### src/rtl/uart_pkg.sv
// Register map, CTRL/STATUS bit positions and TX sequencer state type
// shared by the FIFO-buffered APB UART.
package uart_pkg;
   localparam logic [2:0] REG_TX_DATA = 3'd0;
   localparam logic [2:0] REG_RX_DATA = 3'd1;
   localparam logic [2:0] REG_CLK_DIV = 3'd2;
   localparam logic [2:0] REG_CTRL    = 3'd3;
   localparam logic [2:0] REG_STATUS  = 3'd4;
   localparam logic [2:0] REG_IRQ_EN  = 3'd5;

   localparam int CTRL_TX_EN    = 0;
   localparam int CTRL_RX_EN    = 1;
   localparam int CTRL_TX_FLUSH = 2;
   localparam int CTRL_RX_FLUSH = 3;

   localparam int ST_TX_EMPTY = 0;
   localparam int ST_TX_FULL  = 1;
   localparam int ST_RX_EMPTY = 2;
   localparam int ST_RX_FULL  = 3;
   localparam int ST_RX_ERR   = 4;
   localparam int ST_RX_OVF   = 5;
   localparam int ST_TX_OVF   = 6;
   localparam int ST_TX_BUSY  = 7;

   typedef enum logic {TX_IDLE, TX_SEND} tx_state_t;
endpackage

### src/rtl/uart_byte_fifo.sv
// Byte FIFO with fall-through head, flush, and extra-MSB pointers so that
// full and empty are distinguished without a separate counter.
module uart_byte_fifo #(
   parameter int DEPTH = 8
) (
   input  logic                     clk,
   input  logic                     rst_i,
   input  logic                     flush_i,
   input  logic                     push_i,
   input  logic [7:0]               wdata_i,
   input  logic                     pop_i,
   output logic [7:0]               rdata_o,
   output logic                     empty_o,
   output logic                     full_o,
   output logic [$clog2(DEPTH):0]   level_o
);
   localparam int AW = $clog2(DEPTH);
   localparam logic [AW:0] FULL_LVL = DEPTH[AW:0];
   localparam logic [AW:0] PTR_ONE  = {{AW{1'b0}}, 1'b1};

   logic [7:0] mem [DEPTH];
   logic [AW:0] wr_ptr, rd_ptr;
   logic do_push, do_pop;

   assign level_o = wr_ptr - rd_ptr;
   assign empty_o = (wr_ptr == rd_ptr);
   assign full_o  = (level_o == FULL_LVL);
   assign do_pop  = pop_i & ~empty_o;
   // A pop in the same cycle frees the slot, so a full FIFO still accepts.
   assign do_push = push_i & (~full_o | do_pop);
   assign rdata_o = mem[rd_ptr[AW-1:0]];

   always_ff @(posedge clk or posedge rst_i) begin
      if (rst_i) begin
         wr_ptr <= '0;
         rd_ptr <= '0;
      end else if (flush_i) begin
         wr_ptr <= '0;
         rd_ptr <= '0;
      end else begin
         if (do_push) wr_ptr <= wr_ptr + PTR_ONE;
         if (do_pop)  rd_ptr <= rd_ptr + PTR_ONE;
      end
   end

   always_ff @(posedge clk) begin
      if (do_push && !flush_i) mem[wr_ptr[AW-1:0]] <= wdata_i;
   end
endmodule

### src/rtl/uart_rx.sv
// 8N1 receive bit engine; samples mid-bit after a falling start edge and
// flags a low stop bit on rx_err_o alongside the rx_valid_o pulse.
module uart_rx (
   input  logic        clk,
   input  logic        rstn_i,
   input  logic [31:0] clk_div_i,
   input  logic        rx_i,
   output logic        rx_valid_o,
   output logic [7:0]  rx_data_o,
   output logic        rx_err_o
);
   logic [2:0]  sync;
   logic        active;
   logic [3:0]  bits;
   logic [31:0] cnt, target;

   assign target = (bits == 4'd0) ? {1'b0, clk_div_i[31:1]} : clk_div_i;

   always_ff @(posedge clk or negedge rstn_i) begin
      if (!rstn_i) begin
         sync       <= 3'b111;
         active     <= 1'b0;
         bits       <= '0;
         cnt        <= '0;
         rx_data_o  <= '0;
         rx_valid_o <= 1'b0;
         rx_err_o   <= 1'b0;
      end else begin
         sync       <= {sync[1:0], rx_i};
         rx_valid_o <= 1'b0;
         if (!active) begin
            // Edge rather than level, so a low stop bit cannot retrigger.
            if (sync[2] && !sync[1]) begin
               active <= 1'b1;
               cnt    <= '0;
               bits   <= '0;
            end
         end else if (cnt != target) begin
            cnt <= cnt + 32'd1;
         end else begin
            cnt <= '0;
            if (bits == 4'd0) begin
               if (sync[1]) active <= 1'b0;
               else         bits   <= 4'd1;
            end else if (bits == 4'd9) begin
               active     <= 1'b0;
               rx_valid_o <= 1'b1;
               rx_err_o   <= ~sync[1];
            end else begin
               rx_data_o <= {sync[1], rx_data_o[7:1]};
               bits      <= bits + 4'd1;
            end
         end
      end
   end
endmodule

### src/rtl/uart_tx.sv
// 8N1 transmit bit engine; each bit lasts clk_div_i+1 clocks, tx_done_o
// pulses once after the stop bit.
module uart_tx (
   input  logic        clk,
   input  logic        rstn_i,
   input  logic [31:0] clk_div_i,
   input  logic        tx_valid_i,
   input  logic [7:0]  tx_data_i,
   output logic        tx_o,
   output logic        tx_done_o
);
   logic        active;
   logic [8:0]  shift;
   logic [3:0]  bits;
   logic [31:0] cnt;

   always_ff @(posedge clk or negedge rstn_i) begin
      if (!rstn_i) begin
         active    <= 1'b0;
         shift     <= '0;
         bits      <= '0;
         cnt       <= '0;
         tx_o      <= 1'b1;
         tx_done_o <= 1'b0;
      end else begin
         tx_done_o <= 1'b0;
         if (!active) begin
            if (tx_valid_i) begin
               active <= 1'b1;
               shift  <= {1'b1, tx_data_i};
               bits   <= '0;
               cnt    <= '0;
               tx_o   <= 1'b0;
            end
         end else if (cnt != clk_div_i) begin
            cnt <= cnt + 32'd1;
         end else begin
            cnt <= '0;
            if (bits == 4'd9) begin
               active    <= 1'b0;
               tx_done_o <= 1'b1;
            end else begin
               // The stop bit is the 1 shifted in at the top.
               tx_o  <= shift[0];
               shift <= {1'b1, shift[8:1]};
               bits  <= bits + 4'd1;
            end
         end
      end
   end
endmodule

### src/rtl/uart_fifo_apb.sv
// APB UART with TX/RX byte FIFOs, sticky error flags and flush controls.
// Define UART_FIFO_IRQ_EN to build the IRQ_EN register and irq_o logic.
module uart_fifo_apb
   import uart_pkg::*;
#(
   parameter int          TX_DEPTH    = 8,
   parameter int          RX_DEPTH    = 8,
   parameter logic [31:0] CLK_DIV_RST = 32'hFFFF_FFFF
) (
   input  logic        clk,
   input  logic        rst_i,
   input  logic        psel_i,
   input  logic        penable_i,
   input  logic        pwrite_i,
   input  logic [4:0]  paddr_i,
   input  logic [31:0] pwdata_i,
   output logic [31:0] prdata_o,
   output logic        pready_o,
   input  logic        rx_i,
   output logic        tx_o,
   output logic        irq_o
);
   localparam int TXW = $clog2(TX_DEPTH) + 1;
   localparam int RXW = $clog2(RX_DEPTH) + 1;

   logic access, wr, rd, w1c, rstn;
   logic [2:0] idx, irq_en;
   logic [1:0] ctrl;
   logic [31:0] clk_div, status;
   logic rx_err_flag, rx_ovf_flag, tx_ovf_flag;
   tx_state_t state;
   logic tx_valid, tx_done;
   logic [7:0] tx_hold, tx_head, rx_head, rx_data;
   logic tx_push, tx_pop, tx_flush, tx_empty, tx_full;
   logic rx_push, rx_pop, rx_flush, rx_empty, rx_full;
   logic rx_valid, rx_err;
   logic [TXW-1:0] tx_level;
   logic [RXW-1:0] rx_level;
   logic unused;

   assign rstn     = ~rst_i;
   assign access   = psel_i & penable_i;
   assign wr       = access & pwrite_i;
   assign rd       = access & ~pwrite_i;
   assign idx      = paddr_i[4:2];
   assign pready_o = access;
   assign w1c      = wr && idx == REG_STATUS;
   assign unused   = ^paddr_i[1:0];

   assign tx_push  = wr && idx == REG_TX_DATA;
   assign tx_flush = wr && idx == REG_CTRL && pwdata_i[CTRL_TX_FLUSH];
   assign tx_pop   = ctrl[CTRL_TX_EN] && !tx_empty && (state == TX_IDLE || tx_done);
   assign rx_push  = rx_valid && ctrl[CTRL_RX_EN];
   assign rx_flush = wr && idx == REG_CTRL && pwdata_i[CTRL_RX_FLUSH];
   assign rx_pop   = rd && idx == REG_RX_DATA;

   uart_byte_fifo #(.DEPTH(TX_DEPTH)) u_tx_fifo (
      .clk(clk), .rst_i(rst_i), .flush_i(tx_flush), .push_i(tx_push),
      .wdata_i(pwdata_i[7:0]), .pop_i(tx_pop), .rdata_o(tx_head),
      .empty_o(tx_empty), .full_o(tx_full), .level_o(tx_level));

   uart_byte_fifo #(.DEPTH(RX_DEPTH)) u_rx_fifo (
      .clk(clk), .rst_i(rst_i), .flush_i(rx_flush), .push_i(rx_push),
      .wdata_i(rx_data), .pop_i(rx_pop), .rdata_o(rx_head),
      .empty_o(rx_empty), .full_o(rx_full), .level_o(rx_level));

   uart_tx u_tx (
      .clk(clk), .rstn_i(rstn), .clk_div_i(clk_div), .tx_valid_i(tx_valid),
      .tx_data_i(tx_hold), .tx_o(tx_o), .tx_done_o(tx_done));

   uart_rx u_rx (
      .clk(clk), .rstn_i(rstn), .clk_div_i(clk_div), .rx_i(rx_i),
      .rx_valid_o(rx_valid), .rx_data_o(rx_data), .rx_err_o(rx_err));

   // Chaining straight from tx_done keeps TX_BUSY high across back-to-back bytes.
   always_ff @(posedge clk or posedge rst_i) begin
      if (rst_i) begin
         state    <= TX_IDLE;
         tx_valid <= 1'b0;
         tx_hold  <= '0;
      end else begin
         tx_valid <= 1'b0;
         case (state)
            TX_IDLE: if (tx_pop) begin
               state    <= TX_SEND;
               tx_hold  <= tx_head;
               tx_valid <= 1'b1;
            end
            TX_SEND: if (tx_done) begin
               if (tx_pop) begin
                  tx_hold  <= tx_head;
                  tx_valid <= 1'b1;
               end else begin
                  state <= TX_IDLE;
               end
            end
            default: state <= TX_IDLE;
         endcase
      end
   end

   always_ff @(posedge clk or posedge rst_i) begin
      if (rst_i) begin
         ctrl        <= '0;
         clk_div     <= CLK_DIV_RST;
         rx_err_flag <= 1'b0;
         rx_ovf_flag <= 1'b0;
         tx_ovf_flag <= 1'b0;
      end else begin
         if (wr && idx == REG_CLK_DIV) clk_div <= pwdata_i;
         if (wr && idx == REG_CTRL)    ctrl    <= pwdata_i[1:0];
         rx_err_flag <= (rx_err_flag & ~(w1c & pwdata_i[ST_RX_ERR])) | (rx_push & rx_err);
         rx_ovf_flag <= (rx_ovf_flag & ~(w1c & pwdata_i[ST_RX_OVF]))
                        | (rx_push & rx_full & ~rx_pop & ~rx_flush);
         tx_ovf_flag <= (tx_ovf_flag & ~(w1c & pwdata_i[ST_TX_OVF])) | (tx_push & tx_full & ~tx_pop);
      end
   end

   always_comb begin
      status              = '0;
      status[ST_TX_EMPTY] = tx_empty;
      status[ST_TX_FULL]  = tx_full;
      status[ST_RX_EMPTY] = rx_empty;
      status[ST_RX_FULL]  = rx_full;
      status[ST_RX_ERR]   = rx_err_flag;
      status[ST_RX_OVF]   = rx_ovf_flag;
      status[ST_TX_OVF]   = tx_ovf_flag;
      status[ST_TX_BUSY]  = (state == TX_SEND);
      status[15:8]        = 8'(rx_level);
      status[23:16]       = 8'(tx_level);
   end

   always_comb begin
      prdata_o = '0;
      if (rd) begin
         case (idx)
            REG_RX_DATA: prdata_o = {24'b0, rx_empty ? 8'h00 : rx_head};
            REG_CLK_DIV: prdata_o = clk_div;
            REG_CTRL:    prdata_o = {30'b0, ctrl};
            REG_STATUS:  prdata_o = status;
            REG_IRQ_EN:  prdata_o = {29'b0, irq_en};
            default:     prdata_o = '0;
         endcase
      end
   end

`ifdef UART_FIFO_IRQ_EN
   always_ff @(posedge clk or posedge rst_i) begin
      if (rst_i) begin
         irq_en <= '0;
         irq_o  <= 1'b0;
      end else begin
         if (wr && idx == REG_IRQ_EN) irq_en <= pwdata_i[2:0];
         // Sources in IRQ_EN bit order: {ERR, TX_EMPTY, RX_NOT_EMPTY}.
         irq_o <= |(irq_en & {rx_err_flag | rx_ovf_flag | tx_ovf_flag, tx_empty, ~rx_empty});
      end
   end
`else
   assign irq_en = '0;
   assign irq_o  = 1'b0;
`endif
endmodule

### config.mk
export PLATFORM = sky130hd
export DESIGN_NAME = uart_fifo_apb
export DESIGN_NICKNAME = d
export VERILOG_FILES = /design/src/rtl/uart_pkg.sv /design/src/rtl/uart_byte_fifo.sv /design/src/rtl/uart_rx.sv /design/src/rtl/uart_tx.sv /design/src/rtl/uart_fifo_apb.sv
export SDC_FILE = /design/constraint.sdc
export NUM_CORES = 1
export LEC_CHECK = 0
export ABC_AREA = 1
export ABC_CLOCK_PERIOD_IN_PS = 4300
export BUFFER_PORTS_ARGS = -buffer_cell sky130_fd_sc_hd__buf_2
export CELL_PAD_IN_SITES_DETAIL_PLACEMENT = 0
export CELL_PAD_IN_SITES_GLOBAL_PLACEMENT = 2
export CORE_MARGIN = 1.5
export CORE_UTILIZATION = 34
export CTS_BUF_LIST = sky130_fd_sc_hd__clkbuf_16
export DETAILED_ROUTE_END_ITERATION = 10
export PLACE_DENSITY_LB_ADDON = 0.15
export SYNTH_ARGS = -nofsm -noshare
export SYNTH_HDL_FRONTEND = slang
export SYNTH_HIERARCHICAL = 1
export SYNTH_SLANG_ARGS = --single-unit
### constraint.sdc
create_clock -name clk -period 4.3 [get_ports clk]
set_input_delay 0.645 -clock clk [delete_from_list [all_inputs] [get_ports clk]]
set_output_delay 0.645 -clock clk [all_outputs]
set_load 0.02 [all_outputs]
==> results.sh <==
export IMPL_outcome="finished clean"
export IMPL_skew_ns=0.02179
export IMPL_fmax_mhz=262.9
export IMPL_wl_per_cell_um=17.75
export IMPL_crit_family="buffers and inverters"
export IMPL_overflow=0
export IMPL_nets=2205
export IMPL_cts_buffers=36
export IMPL_h_tree_depth=2
export IMPL_synth_seq_cells=289
export IMPL_slew_headroom_pct=32.13
export IMPL_r2r_setup_slack_ns=0.90
export IMPL_fp_row_count=80
export IMPL_start_kind="flip-flop"
export IMPL_fin_crit_sh_pct=88.44
export IMPL_yosys_top_cells_count="632 x nand2_1, 246 x nand3_1, 221 x nor2_1"
export IMPL_power_density_nw_per_um2=536.2
export IMPL_area_growth_pct=14.38
export IMPL_slew_violations=0
export IMPL_report_final_setup_viol=0
export IMPL_cts_root_buffer="clkbuf_16"
export IMPL_ctsLongestPathBuffers=3
export IMPL_io_pins=78
export IMPL_cts_setup_buffers=0
export IMPL_required_ns=3.65
export IMPL_cpMostUsedCell="inv_1"
export IMPL_dieArea_um2=49210
export IMPL_tightest_slew_ns=1.017
export IMPL_regArea_um2=7918
export IMPL_port_buffers=74
export IMPL_synth_ff_type="edfxtp_1"
export IMPL_path_max_fanout=11
export IMPL_netlist_instances=2065
export IMPL_p_leak_uw=0.008200
export IMPL_core_area_um2=47450
export IMPL_cp_slowest_stage_delay_ns=0.62
export IMPL_ant_nets=0
export IMPL_syn_area_um2=16280
export IMPL_antennaDiodeCount=0
export IMPL_combPwrFrac_pct=32.1
export IMPL_min_path_type="primary input to asynchronous set/reset pin"
export IMPL_clk_pin_slew_ns=0.06
export IMPL_hold_viol_final=0
export IMPL_r2r_cells=16
export IMPL_initial_core_util_pct=34.32
export IMPL_dp_slack_ns=0.8874
export IMPL_regToRegEndpoint="u_rx/bits[3]"
export IMPL_insertion_delay_ns=0.55
export IMPL_synth_top_area_share_pct=23.61
export IMPL_max_cap_violations=0
export IMPL_final_core_util_pct=39.25
export IMPL_cp_arrival_ns=3.16
export IMPL_die_width_um=221.8
export IMPL_cts_resized=0
export IMPL_grt_max_degree=56
export IMPL_dp_hpwl_um=34390
export IMPL_gp_congestion=0.7885
export IMPL_rsz0062_at_grt="no"
export IMPL_remaining_drc_errors=0
export IMPL_switching_share_pct=38.02
export IMPL_path_buf_inv=5
export IMPL_power_frac_seq_pct=36.2
export IMPL_syn_avg_cell_area_um2=7.885
export IMPL_yosysSeqAreaShare_pct=48.63
export IMPL_path_class="flip-flop to primary output"
export IMPL_clkPwrFrac_pct=31.7
export IMPL_irDropWorstVdd_mv=0.2321
export IMPL_dr_pass1_iters=5
export IMPL_layout_setup_ws_ns=0.4969
export IMPL_async_flop_share_pct=55.71
export IMPL_grt_usage_pct=20.26
export IMPL_wl_um=49460
export IMPL_yosysWarnings=6
export IMPL_die_h_um=221.8
export IMPL_final_area_um2=18620
export IMPL_synthTopCellsByArea="edfxtp_1 24%, dfrtp_1 19%, nand2_1 15%"
export IMPL_synth_most_common_cell="nand2_1"
export IMPL_tns_ns=0
export IMPL_grt_pass1_vias=13348
export IMPL_crit_path_end_kind="primary output"
export IMPL_syn_num_nets=2127
export IMPL_path_cells="inv_1, ha_1, nand2_1, inv_1, nand3_2, inv_1, inv_1, nand2_1, nor2_1, nor2_1, nor2_1, buf_2"
export IMPL_synth_largest_area_cell="edfxtp_1"
export IMPL_internal_power_uw=6189
export IMPL_ctsHoldBuffers=0
export IMPL_routed_via_count=13825
export IMPL_postPlaceCellArea_um2=17390
export IMPL_power_uw=9986
export IMPL_power_switching_uw=3796
export IMPL_vias_per_cell=4.962
export IMPL_multiInputGateArea_um2=7181
export IMPL_cpMaxStageDelayCell="dfrtp_1"
export IMPL_grt_pass1_wl_um=78000
export IMPL_fillers=4997
export IMPL_drive_gt1_share_pct=11.88
export IMPL_synth_edf_count=128
export IMPL_synth_cell_types=42
export IMPL_layout_min_cycle_time_ns=3.803
export IMPL_cts_sinks=289
export IMPL_r2r_start="u_rx/bits[0]"
export IMPL_cts_tree="done"
export IMPL_grt_antenna_before_repair=0
export IMPL_drt_initial_drc_count=872
==> cell usage in the layout, fill, tap and decap left out, types with 33 or more instances in the layout <==
cell / Yosys / final
buf_2: 38 / 74
buf_4: 14 / 45
clkbuf_16: 0 / 38
dfrtp_1: 125 / 125
dfstp_2: 36 / 36
edfxtp_1: 128 / 128
inv_1: 188 / 190
nand2_1: 632 / 632
nand3_1: 246 / 246
nand4_1: 33 / 33
nor2_1: 221 / 221
o21ai_0: 92 / 92
o22ai_1: 69 / 69
xor2_1: 44 / 44
==> power by group through the flow <==
stage	clock [uW]	sequential (uW)	combinational, uW
after floorplan	0	3490	2460
after global placement	0	3660	3230
after detailed placement	0	3670	3240
after CTS	3260	3620	3260
after global routing	3380	3660	3680
final	3160	3610	3210
==> routing by layer <==
metal  global-route usage (%)  wire length (um)  vias up
met1                    28.89             24020     6567
met5                        0                 0        -
met4                    4.927               940        0
met2                    32.17             22500      265
met3                    3.180              1999       49
li1                         -                 -     6944
==> stage by stage <==
| step | instances | hold WS [ns] |
|---|---|---|
| finish | 2786 | 0.09218 |
| global route | 2786 | 0.1033 |
| CTS | 2786 | 0.07017 |
| detailed placement | 2720 | 0.3488 |
| global placement | 2720 | 0.3476 |
| floorplan | 2065 | 0.3452 |
==> worst register-to-register path, delay by kind of cell, from the launching register on <==
family,cells,cell delay [ns]
adder cells (fa/ha/maj),1,0.20
buffers and inverters,3,0.63
flip-flops,1,0.44
AND/OR/NAND/NOR,12,2.03
==> cell type report <==
| class | count | area share [%] |
|---|---|---|
| Clock buffer | 38 | 5.106 |
| Tap cell | 615 | 4.132 |
| Sequential cell | 289 | 42.52 |
| Timing Repair Buffer | 122 | 4.125 |
| Multi-Input combinational cell | 1494 | 38.56 |
| Clock inverter | 28 | 1.512 |
| Inverter | 200 | 4.051 |
==> cell families (layout without fill, tap and decap cells) <==
group	count (synthesis)	after routing	synth area share, %
xor gates and xnor gates	74	74	4.027
and+or+nand+nor	1197	1197	31.67
other	1	1	0.02303
buffers and inverters	282	388	7.285
AOI/OAI and AO/OA	203	203	6.816
DFF	289	289	48.63
adders and majority gates	19	19	1.552
==> flip-flops by register name (all words and copies together) (netlist names), 8 cells and up <==
| signal | cells |
|---|---|
| clk_div | 32 |
| tx_hold | 8 |
| u_rx/cnt | 32 |
| u_rx/rx_data_o | 8 |
| u_rx_fifo/mem | 64 |
| u_tx/cnt | 32 |
| u_tx/shift | 9 |
| u_tx_fifo/mem | 64 |
==> worst max-delay path by stage <==
stage / startpoint / to / slack [ns] / cells after the start
final: u_rx_fifo/rd_ptr[2] / prdata_o[4] / 0.50 / 12
after global routing: u_rx_fifo/rd_ptr[2] / prdata_o[4] / 0.27 / 12
after CTS: u_rx_fifo/rd_ptr[2] / prdata_o[4] / 0.41 / 12
after detailed placement: u_rx/bits[0] / u_rx/bits[3] / 0.89 / 16
after global placement: u_rx/bits[2] / u_rx/bits[2] / 0.88 / 16
after floorplan: u_tx_fifo/rd_ptr[2] / u_tx_fifo/mem[0][0] / 1.48 / 15
Power figures use the tool's default switching activity.
